$ cat src/rtl/lane_serializer_pkg.sv
`default_nettype none
// ============================================================================
//  Module   : lane_serializer_pkg
//  Purpose  : Shared state encoding and lane-mask scan helpers for lane_serializer
//  Revision : 1.0  initial release
// ============================================================================
package lane_serializer_pkg;

    localparam int c_max_lanes = 32;
    localparam int c_idx_w     = 5;

    typedef enum logic [0:0] {
        ST_IDLE = 1'b0,
        ST_SEND = 1'b1
    } state_t;

    typedef struct packed {
        logic               found;
        logic [c_idx_w-1:0] idx;
    } lane_pos_t;

    // Lowest set bit strictly above 'from'; pass from = -1 to find the lowest set bit.
    function automatic lane_pos_t next_set(input logic [c_max_lanes-1:0] mask, input int from);
        lane_pos_t r;
        r = '0;
        for (int i = 0; i < c_max_lanes; i++) begin
            if (!r.found && (i > from) && mask[i]) begin
                r.found = 1'b1;
                r.idx   = c_idx_w'(i);
            end
        end
        return r;
    endfunction

    function automatic logic has_above(input logic [c_max_lanes-1:0] mask, input int from);
        logic r;
        r = 1'b0;
        for (int i = 0; i < c_max_lanes; i++) begin
            if ((i > from) && mask[i]) begin
                r = 1'b1;
            end
        end
        return r;
    endfunction

endpackage
`default_nettype wire

$ cat src/rtl/lane_serializer_mux.sv
`default_nettype none
// ============================================================================
//  Module   : lane_serializer_mux
//  Purpose  : N-lane by M-bit word lane selector (MUX block)
//  Revision : 1.0  initial release
// ============================================================================
module lane_serializer_mux #(
    parameter int M     = 8,
    parameter int N     = 8,
    parameter int WIDTH = 3
) (
    input  logic [N*M-1:0]   i_data,
    input  logic [WIDTH-1:0] i_sel,
    output logic [M-1:0]     o_lane
);

    logic [M-1:0] w_lanes [2**WIDTH];

    // Select codes beyond the last real lane read as zero, so the index is always in range.
    generate
        for (genvar k = 0; k < 2**WIDTH; k++) begin : g_lane
            if (k < N) begin : g_used
                assign w_lanes[k] = i_data[M*(k+1)-1 -: M];
            end else begin : g_pad
                assign w_lanes[k] = '0;
            end
        end
    endgenerate

    assign o_lane = w_lanes[i_sel];

endmodule
`default_nettype wire

$ cat src/rtl/lane_serializer.sv
`default_nettype none
// ============================================================================
//  Module   : lane_serializer
//  Purpose  : Holds an N-lane word and emits its enabled lanes one per cycle
//  Revision : 1.0  initial release
// ============================================================================
module lane_serializer
    import lane_serializer_pkg::*;
#(
    parameter int M     = 8,
    parameter int N     = 8,
    parameter int WIDTH = 3
) (
    input  logic               clk,
    input  logic               rst_n,
    input  logic               in_valid,
    output logic               in_ready,
    input  logic [N*M-1:0]     pdata,
    input  logic [N-1:0]       lane_mask,
    output logic               out_valid,
    input  logic               out_ready,
    output logic [M-1:0]       data_o,
    output logic [WIDTH-1:0]   lane_o,
    output logic               last_o,
    output logic               busy
);

    state_t             r_state;
    logic [N*M-1:0]     r_word;
    logic [N-1:0]       r_mask;
    logic [WIDTH-1:0]   r_sel;
    logic               r_last;

    lane_pos_t          w_first;
    lane_pos_t          w_next;
    logic               w_first_last;
    logic               w_next_last;
    logic               w_accept;
    logic               w_fire;

    // last_o is precomputed alongside the select so it leaves straight from a flop.
    always_comb begin
        w_first      = next_set(32'(lane_mask), -1);
        w_first_last = !has_above(32'(lane_mask), int'(w_first.idx));
        w_next       = next_set(32'(r_mask), int'(r_sel));
        w_next_last  = !has_above(32'(r_mask), int'(w_next.idx));
    end

    assign in_ready = (r_state == ST_IDLE) || ((r_state == ST_SEND) && out_ready && r_last);
    assign w_accept = in_valid && in_ready;
    assign w_fire   = (r_state == ST_SEND) && out_ready;

    always_ff @(posedge clk or negedge rst_n) begin
        if (!rst_n) begin
            r_state <= ST_IDLE;
            r_word  <= '0;
            r_mask  <= '0;
            r_sel   <= '0;
            r_last  <= 1'b0;
        end else if (w_accept) begin
            r_word <= pdata;
            r_mask <= lane_mask;
            if (w_first.found) begin
                r_state <= ST_SEND;
                r_sel   <= WIDTH'(w_first.idx);
                r_last  <= w_first_last;
            end else begin
                r_state <= ST_IDLE;
                r_sel   <= '0;
                r_last  <= 1'b0;
            end
        end else if (w_fire) begin
            if (r_last) begin
                r_state <= ST_IDLE;
                r_last  <= 1'b0;
            end else if (w_next.found) begin
                r_sel  <= WIDTH'(w_next.idx);
                r_last <= w_next_last;
            end
        end
    end

    lane_serializer_mux #(
        .M     (M),
        .N     (N),
        .WIDTH (WIDTH)
    ) u_mux (
        .i_data (r_word),
        .i_sel  (r_sel),
        .o_lane (data_o)
    );

    assign out_valid = (r_state == ST_SEND);
    assign busy      = (r_state == ST_SEND);
    assign lane_o    = r_sel;
    assign last_o    = r_last;

endmodule
`default_nettype wire

$ cat config.mk
export PLATFORM = sky130hd
export DESIGN_NAME = lane_serializer
export DESIGN_NICKNAME = d
export VERILOG_FILES = /design/src/rtl/lane_serializer_pkg.sv /design/src/rtl/lane_serializer_mux.sv /design/src/rtl/lane_serializer.sv
export SDC_FILE = /design/constraint.sdc
export NUM_CORES = 1
export LEC_CHECK = 0
export BUFFER_PORTS_ARGS = -buffer_cell sky130_fd_sc_hd__buf_2
export CAP_MARGIN = 20
export CORE_MARGIN = 3
export CORE_UTILIZATION = 58
export CTS_CLUSTER_DIAMETER = 150
export DETAILED_ROUTE_END_ITERATION = 12
export GPL_ROUTABILITY_DRIVEN = 0
export PLACE_DENSITY = 0.95
export SYNTH_ARGS = -nofsm -noshare
export SYNTH_HDL_FRONTEND = slang
export SYNTH_HIERARCHICAL = 1
export SYNTH_SLANG_ARGS = --single-unit
$ cat constraint.sdc
create_clock -name clk -period 4 [get_ports clk]
set_input_delay 0.2 -clock clk [delete_from_list [all_inputs] [get_ports clk]]
set_output_delay 0.2 -clock clk [all_outputs]
set_load 0.01 [all_outputs]
==> results.py <==
metrics = {
    "power": {
        "vdd_drop_max_v": 0.000451,
        "clkPwrFrac_pct": 17.7,
        "power.leakage_nw": 2.09,
        "intPower_mw": 2.41,
        "power.density_nw_per_um2": 797,
        "pwr-share-seq_pct": 41.5,
        "p_sw_share_pct": 33.3,
        "pwr-share-comb_pct": 40.8,
        "finalPower_mw": 3.62,
        "netSwitchingPower_mw": 1.21,
    },
    "sta": {
        "hold_viol_final": 16,
        "setup_ws_ps": 1290,
        "setup-tns-final_ps": 0,
        "timing.fmax_ghz": 0.369,
        "finalSetupViolations": 0,
        "post-route-min-period_ps": 2710,
        "hold_slack_ps": -6.30,
        "relSlewSlack_pct": 29.2,
        "skew_ps": 7.99,
        "rsz0062_at_grt": "false",
        "worst_pin_slew_ps": 1060,
        "fin_crit_sh_pct": 67.7,
        "slew_violations": 0,
    },
    "die": {
        "die_h_um": 87.2,
        "core-area_um2": 6170,
        "initial_core_util_pct": 62.1,
        "fp.dieArea_um2": 7610,
        "placement_rows": 28,
        "ioPinCount": 91,
        "die_w_um": 87.2,
    },
    "logic_synthesis": {
        "synth_edf_count": 0,
        "synth_top_family_by_area": "multiplexers",
        "ys_types": 44,
        "postSynthAreaPerCell_um2": 13.9,
        "yosys.area_share.simple_pct": 6.15,
        "yosys.area_share.adder_pct": 0,
        "synth-seq-cells": 76,
        "ys_top_cells_by_count": "78 x mux2_2, 76 x dfrtp_1, 15 x mux4_1, 15 x nand2_1, 13 x nor2_1",
        "synth_largest_area_cell": "dfrtp_1",
        "synth_top_cell_area_share_pct": 49.7,
        "synth_compound_area_share_pct": 6.87,
        "synthCells": 276,
        "syn_area_um2": 3830,
        "synthesis.yosys.warnings": 6,
        "synth-xor-area-share_pct": 0.458,
        "yosys-top-cells-area": "dfrtp_1 50%, mux2_2 23%, mux4_1 10%, nand2_1 1.5%, nor2_1 1.3%",
        "ys.flop_type": "dfrtp_1",
        "synthMuxAreaShare_pct": 34.1,
        "postSynthNetCount": 352,
        "synthArstFlopShare_pct": 100,
        "ys_seq_area_share_pct": 49.7,
        "yosysMostFrequentCell": "mux2_2",
    },
    "cells_and_area": {
        "fillers": 405,
        "final_nets": 440,
        "seq_area_um2": 1900,
        "antenna_cells": 0,
        "final_core_util_pct": 73.6,
        "final_area_um2": 4540,
        "area_growth_syn_to_layout_pct": 18.6,
        "drive_above_1_share_pct": 52.3,
        "multi_input_area_um2": 1820,
        "stdcell_count": 444,
    },
    "run_status": {
        "status": "finished, violations left",
        "violations": "hold timing",
    },
    "clock_network": {
        "cts_resized": 0,
        "clockBufferDepth": 2,
        "ctsHtreeMaxLevel": 3,
        "cts_buffers": 9,
        "ctsHoldBuffers": 0,
        "cts_setup_buffers": 0,
        "path_clk_slew_ps": 70,
        "cts-root-buf": "clkbuf_8",
        "tritoncts": "done",
        "cts.sinks": 76,
        "clkLatencyLatePin_ps": 350,
    },
    "min_path": {
        "hold_path_class": "in2async",
    },
    "drt": {
        "drc_errors": 0,
        "dr.pass1.iters": 4,
        "drtAntennaViolNets": 0,
        "post_drt_wl_per_cell_um": 19.4,
        "drt_iter0_drc": 178,
        "num_vias": 2692,
        "routed_wl_mm": 8.62,
        "viasPerCell": 6.06,
    },
    "global_routing": {
        "grt_pass1_vias": 2943,
        "antenna_found_initial": 1,
        "grt_usage_pct": 24.3,
        "grt_pass1_wl_mm": 14.1,
        "grt_max_degree": 77,
        "overflow": 0,
    },
    "critical_path": {
        "r2r_cells": 6,
        "crit_arrival_ps": 2510,
        "cp-start-kind": "flip-flop",
        "path_class": "reg2out",
        "crit_required_ps": 3800,
        "crit_path_end_kind": "output pin",
        "slowest_stage": "dfrtp_1",
        "r2r_slack_ps": 1300,
        "crit_fanout": 24,
        "slowest_delay_ps": 1040,
        "crit_chain": "mux4_1 -> mux2_2 -> buf_2",
    },
    "placed_design": {
        "io_buffers": 90,
        "dpl_cell_area_um2": 4290,
        "detailedPlace.worstSlack_ps": 1360,
        "dp_hpwl_mm": 5.89,
        "dp_cells": 427,
    },
    "run": {
        "cap_violations": 0,
    },
}
[worst max-delay path, delay by kind of cell (launching register included)]
kind	cells	cell delay [ps]
buf+inv	1	140
flops	1	1040
mux	2	970
[sequential cells by signal, summed over array words and instances, names as in the netlist]
signal and flops:
busy 1, lane_o 3, last_o 1, r_mask 7
r_word 64
[path summary, 6_finish.rpt]
check | from | end
max in group asynchronous | rst_n | lane_o[1]$_DFFE_PN0P_
hold reg to reg | r_word[20]$_DFFE_PN0P_ | r_word[20]$_DFFE_PN0P_
min in group clk | pdata[11] | r_word[11]$_DFFE_PN0P_
setup reg to reg | lane_o[0]$_DFFE_PN0P_ | last_o$_DFFE_PN0P_
setup / recovery | lane_o[0]$_DFFE_PN0P_ | data_o[7]
hold / removal | rst_n | r_word[9]$_DFFE_PN0P_
[cells in the final DEF (no fill, tap or decap), types with 2 or more instances in the layout]
cell type and count:
o21ai_0 9, dfrtp_1 76, clkbuf_1 2, nor3_1 3, a21oi_1 8, buf_2 89, bufinv_16 2, buf_4 3
mux2_2 78, o31ai_1 2, nor4b_1 2, o21bai_1 3, nor2_1 13, a32o_2 2, nand2b_1 5, nand2_1 14
clkbuf_8 10, mux4_1 15, inv_1 2, nor2b_1 4
[cells by family after synthesis]
group	Yosys count
multiplexers	95
flip-flops	76
buffers and inverters	18
AO/OA/AOI/OAI	38
AND/OR/NAND/NOR	47
XOR/XNOR	2
[power groups by stage]
stage,Sequential [mW],Combinational (mW),Clock [mW]
final,1.50,1.48,0.639
after global routing,1.55,1.60,0.683
after global placement,1.46,1.37,0
after detailed placement,1.50,1.45,0
after CTS,1.49,1.48,0.648
after floorplan,1.32,1.21,0
[layer usage]
layer  part of all wire, %  vias to the layer above  global-route usage, %
met2                    53                      100                   42.7
met3                   5.9                       17                   5.11
met4                   1.7                        2                   9.48
li1                      -                     1221                      -
met5                  0.15                        -                      0
met1                    39                     1352                   29.3
[final cells by class]
cell class	count	share of cell area (%)
well taps	75	2.07
repair buffers	93	10.9
clock buffers	12	3.20
multi-input cells	182	40.2
inverters	2	0.165
flip-flops and latches	76	41.9
clock inverters	4	1.60
(Power assumes the default switching activity.)
